<file path="src/rtl/rr_arbiter8.sv">
`default_nettype none
// ---------------------------------------------------------------------------
// rr_arbiter8 : 8-way round-robin arbiter, one-hot registered grant, optional hold limit
// Rev 1.0
// ---------------------------------------------------------------------------
module rr_arbiter8 #(
  parameter int MAX_HOLD = 0
) (
  input  logic       clk,
  input  logic       reset,
  input  logic [7:0] req,
  output logic [7:0] grant,
  output logic       grant_valid,
  output logic [2:0] grant_idx,
  output logic       any_req
);

  localparam logic [0:0] c_S_IDLE    = 1'b0;
  localparam logic [0:0] c_S_GRANT   = 1'b1;
  localparam logic [7:0] c_HOLD_LAST = (MAX_HOLD == 0) ? 8'd0 : 8'(MAX_HOLD - 1);
  localparam logic [7:0] c_HOLD_SAT  = 8'd255;

  logic [0:0] r_state;
  logic [7:0] r_grant;
  logic [2:0] r_idx;
  logic [2:0] r_ptr;
  logic [7:0] r_hold_cnt;

  logic [0:0] w_state_nxt;
  logic [7:0] w_grant_nxt;
  logic [2:0] w_idx_nxt;
  logic [2:0] w_ptr_nxt;
  logic [7:0] w_hold_cnt_nxt;

  logic       w_release;
  logic [2:0] w_search_ptr;
  logic       w_found;
  logic [2:0] w_win;

  // Release is evaluated first so the same edge can re-arbitrate from the advanced pointer.
  always_comb begin
    w_release = (r_state == c_S_GRANT) &&
                (!req[r_idx] || ((MAX_HOLD != 0) && (r_hold_cnt == c_HOLD_LAST)));
    w_search_ptr = w_release ? (r_idx + 3'd1) : r_ptr;
    w_found = 1'b0;
    w_win   = 3'd0;
    for (int i = 7; i >= 0; i--) begin
      if (req[w_search_ptr + 3'(i)]) begin
        w_found = 1'b1;
        w_win   = w_search_ptr + 3'(i);
      end
    end
  end

  always_ff @(posedge clk or posedge reset) begin
    if (reset) begin
      r_state    <= c_S_IDLE;
      r_grant    <= 8'h00;
      r_idx      <= 3'd0;
      r_ptr      <= 3'd0;
      r_hold_cnt <= 8'd0;
    end else begin
      r_state    <= w_state_nxt;
      r_grant    <= w_grant_nxt;
      r_idx      <= w_idx_nxt;
      r_ptr      <= w_ptr_nxt;
      r_hold_cnt <= w_hold_cnt_nxt;
    end
  end

  always_comb begin
    w_state_nxt    = r_state;
    w_grant_nxt    = r_grant;
    w_idx_nxt      = r_idx;
    w_ptr_nxt      = r_ptr;
    w_hold_cnt_nxt = r_hold_cnt;
    case (r_state)
      c_S_IDLE: begin
        if (w_found) begin
          w_state_nxt    = c_S_GRANT;
          w_grant_nxt    = 8'd1 << w_win;
          w_idx_nxt      = w_win;
          w_hold_cnt_nxt = 8'd0;
        end
      end
      c_S_GRANT: begin
        if (w_release) begin
          w_ptr_nxt = r_idx + 3'd1;
          if (w_found) begin
            w_grant_nxt    = 8'd1 << w_win;
            w_idx_nxt      = w_win;
            w_hold_cnt_nxt = 8'd0;
          end else begin
            w_state_nxt = c_S_IDLE;
            w_grant_nxt = 8'h00;
          end
        end else if ((MAX_HOLD != 0) && (r_hold_cnt != c_HOLD_SAT)) begin
          w_hold_cnt_nxt = r_hold_cnt + 8'd1;
        end
      end
      default: begin
        w_state_nxt = c_S_IDLE;
        w_grant_nxt = 8'h00;
      end
    endcase
  end

  always_comb begin
    grant       = r_grant;
    grant_valid = (r_state == c_S_GRANT);
    grant_idx   = r_idx;
    any_req     = |req;
  end

endmodule
`default_nettype wire
</file>
<file path="config.mk">
export PLATFORM = sky130hd
export DESIGN_NAME = rr_arbiter8
export DESIGN_NICKNAME = d
export VERILOG_FILES = /design/src/rtl/rr_arbiter8.sv
export SDC_FILE = /design/constraint.sdc
export NUM_CORES = 1
export LEC_CHECK = 0
export BUFFER_PORTS_ARGS = -buffer_cell sky130_fd_sc_hd__buf_2
export CAP_MARGIN = 0
export CELL_PAD_IN_SITES_DETAIL_PLACEMENT = 1
export CELL_PAD_IN_SITES_GLOBAL_PLACEMENT = 1
export CORE_MARGIN = 2
export CORE_UTILIZATION = 25
export CTS_CLUSTER_SIZE = 16
export DETAILED_ROUTE_END_ITERATION = 12
export PLACE_DENSITY_LB_ADDON = 0.2
export SYNTH_ARGS = -nofsm -noshare
export SYNTH_HDL_FRONTEND = slang
export SYNTH_SLANG_ARGS = --single-unit
</file>
<file path="constraint.sdc">
create_clock -name clk -period 5 [get_ports clk]
set_input_delay 0.5 -clock clk [delete_from_list [all_inputs] [get_ports clk]]
set_output_delay 0.5 -clock clk [all_outputs]
set_load 0.03 [all_outputs]
</file>
==> impl_metrics.csv <==
group,metric,value,unit
status,status,"finished, final reports clean",
synthesis,yosys_warnings,0,
synthesis,synthTopCellsByArea,"dfrtp_1 (18%), a211oi_1 (7.0%), mux4_2 (6.6%)",
synthesis,syn_inst,245,
synthesis,synth_top_flop_cell,"dfrtp_1",
worst_setup_path,worst_ep_arrival_time,4450,ps
die,die_y,94.46,µm
cts,cts_resized,0,
sta,fin_crit_sh,85.96,%
synthesis,async_reset_ff_share,100.0,%
global_routing,grt_max_degree,21,
finish,layout-drive-gt1-share,23.08,%
route,via_per_inst,5.746,
global_routing,met1_usage,22.22,%
cts,clk_pin_slew,70,ps
route,drt_iter0_markers,102,
sta,clock.fmax,232.7,MHz
global_routing,antenna_found_initial,0,
cts,cts_tree,"yes",
sta,finalHoldViolations,0,
route,wl,7224,µm
synthesis,synth_top_cell_area_share,18.35,%
placement,hpwl,5525,µm
worst_setup_path,cp-end-kind,"flop",
synthesis,synth_area,0.002046,mm²
worst_setup_path,r2r_cells,12,
min_path,hp-class,"primary input to async pin",
route,drc,0,
worst_setup_path,cp_max_fo,15,
global_routing,grtUsageTotal,16.81,%
worst_setup_path,cp.required,5150,ps
route,dr_total_vias,2080,
finish,fin_nets,273,
die,die_area,0.008923,mm²
cts,cts_buffer_depth,2,
sta,fin_skew,6.651,ps
synthesis,synth_fp_nets,257,
global_routing,grt_pass1_vias,2079,
sta,worst_slew_pin_slew,771.9,ps
placement,numPortBuffers,22,
synthesis,yosysTopAreaCell,"dfrtp_1",
cts,clk-insertion-delay-late,250,ps
sta,rsz0062_at_grt,"false",
worst_setup_path,setup.worst_path.start_class,"flop",
cts,post-cts-setup-buffers,0,
sta,setup_tns,0,ps
cts,cts.sinks,15,
synthesis,syn_avg_cell_area,8.350,µm²
route,drtAntennaViolNets,0,
die,core,0.007848,mm²
worst_setup_path,r2r-end,"grant[2]$_DFFE_PP0P_",
worst_setup_path,regToRegSetupSlack,700,ps
placement,place_congestion,0.8167,
finish,fin_util,29.13,%
synthesis,seq_area_frac_synth,18.35,%
route,drtPass1Iterations,4,
global_routing,grt_pass1_wl,11690,µm
sta,finalSetupViolCount,0,
synthesis,ys_types,62,
global_routing,gr-max-usage-layer,"met2",
cts,cts_buffers,3,
worst_setup_path,crit_type,"flop to flop",
die,die_x,94.46,µm
global_routing,overflow,0,
cts,htreeDepth,1,
sta,maxSlewViolCount,0,
global_routing,grtUsageMet2,29.94,%
worst_setup_path,r2r_start,"grant_idx[0]$_DFFE_PP0P_",
finish,insertedDiodeCount,0,
sta,slew_headroom,47.07,%
synthesis,synth-seq-cells,15,
die,initial_utilization,26.07,%
cts,cts_hold_buf,0,
finish,syn_to_final_growth,11.74,%
synthesis,synth_edf_count,0,
global_routing,met3_usage,1.995,%
die,ios,23,
sta,fin_crit,4298,ps
cts,cts-root-buf,"clkbuf_8",
die,rows,32,
route,wire_per_inst,19.96,µm
flow_run,drv_cap,0,
==> critical path: stages (launching register included) <==
cell,delay [ps]
dfrtp_1,580
mux2i_1,160
a22o_1,290
o21ai_4,410
mux2i_1,320
inv_1,90
ha_1,270
xnor2_1,390
mux4_2,570
and2_4,190
a41o_4,270
or3_4,440
o31ai_1,210
==> state kept, by name, summed over array words and instances, names as in the netlist <==
signal / cells
grant: 8
grant_valid: 1
r_ptr: 3
grant_idx: 3
==> layout make-up <==
type | count | area, µm²
fill | 975 | 5562
multi-input combinational | 195 | 1508
clock inverter | 1 | 5.005
tap | 102 | 127.6
timing repair buffer | 29 | 162.7
sequential | 15 | 375.4
clock buffer | 3 | 41.29
inverter | 17 | 66.31
==> how the worst max path moves through the flow <==
| stage | startpoint | end | slack, ps | depth (start not counted) |
|---|---|---|---|---|
| after floorplan | grant_idx[2]$_DFFE_PP0P_ | grant[1]$_DFFE_PP0P_ | 540 | 15 |
| after global placement | req[7] | grant[1]$_DFFE_PP0P_ | 760 | 13 |
| after detailed placement | req[0] | grant[3]$_DFFE_PP0P_ | 720 | 13 |
| after CTS | grant_idx[0]$_DFFE_PP0P_ | grant[2]$_DFFE_PP0P_ | 730 | 12 |
| after global routing | grant_idx[0]$_DFFE_PP0P_ | grant[3]$_DFFE_PP0P_ | 400 | 12 |
| final | grant_idx[0]$_DFFE_PP0P_ | grant[2]$_DFFE_PP0P_ | 700 | 12 |
==> metrics by stage <==
stage / worst slack [ps] / instance area (µm²) / cells / hold WS [ps]
3_5_place_dp: 720.0 / 2240 / 358 / 494.3
2_1_floorplan: 541.7 / 2046 / 245 / 401.5
3_3_place_gp: 758.6 / 2240 / 358 / 484.8
4_1_cts: 730.2 / 2286 / 362 / 338.2
6_report: 702.0 / 2286 / 362 / 302.8
5_1_grt: 399.4 / 2286 / 362 / 362.1
==> logic make-up (layout without fill, tap and decap cells) <==
logic type / Yosys count / after routing / synth area share [%]
compound gates: 94 / 94 / 35.72
simple gates: 65 / 65 / 15.41
buf+inv: 35 / 50 / 7.951
mux: 24 / 24 / 16.70
flops: 15 / 15 / 18.35
xor+xnor: 10 / 10 / 4.648
fa+ha+maj: 2 / 2 / 1.223
==> cell usage in the layout, fill, tap and decap left out, types with 3 or more instances in the layout <==
cell type / Yosys / final
a2111oi_0: 6 / 6
a211oi_1: 19 / 19
a21oi_1: 14 / 14
a21oi_2: 3 / 3
a31oi_1: 3 / 3
buf_2: 2 / 22
buf_4: 1 / 7
clkbuf_8: 0 / 3
clkinv_2: 2 / 3
dfrtp_1: 15 / 15
inv_1: 15 / 15
mux2_2: 3 / 3
mux2i_1: 12 / 12
mux4_2: 6 / 6
nand2_1: 20 / 20
nand2b_1: 4 / 4
nand3_1: 13 / 13
nor2_1: 11 / 11
nor2b_1: 3 / 3
nor3_1: 5 / 5
nor4_1: 4 / 4
o21ai_0: 5 / 5
o21ai_1: 3 / 3
o22ai_1: 3 / 3
o31ai_1: 9 / 9
xnor2_1: 4 / 4
xor2_1: 5 / 5
==> synth_stat cells (3+ instances only) <==
| cell type | n |
|---|---|
| nand2b_1 | 4 |
| a31oi_1 | 3 |
| o31ai_1 | 9 |
| inv_1 | 15 |
| xnor2_1 | 4 |
| mux2i_1 | 12 |
| clkbuf_1 | 11 |
| a2111oi_0 | 6 |
| mux4_2 | 6 |
| o22ai_1 | 3 |
| mux2_2 | 3 |
| a211oi_1 | 19 |
| nor3_1 | 5 |
| a21oi_2 | 3 |
| o21ai_0 | 5 |
| nand2_1 | 20 |
| nor4_1 | 4 |
| a21oi_1 | 14 |
| xor2_1 | 5 |
| buf_6 | 3 |
| o21ai_1 | 3 |
| dfrtp_1 | 15 |
| nor2_1 | 11 |
| nand3_1 | 13 |
| nor2b_1 | 3 |
==> metal layers <==
layer,wire [µm],up-vias
met5,0,-
met4,55,0
met3,205,6
met2,3643,51
met1,3319,1056
li1,-,967
Power is left out: the tool's default activity adds up to more than one toggle a clock period on the data nets, which glitch-free logic cannot reach.
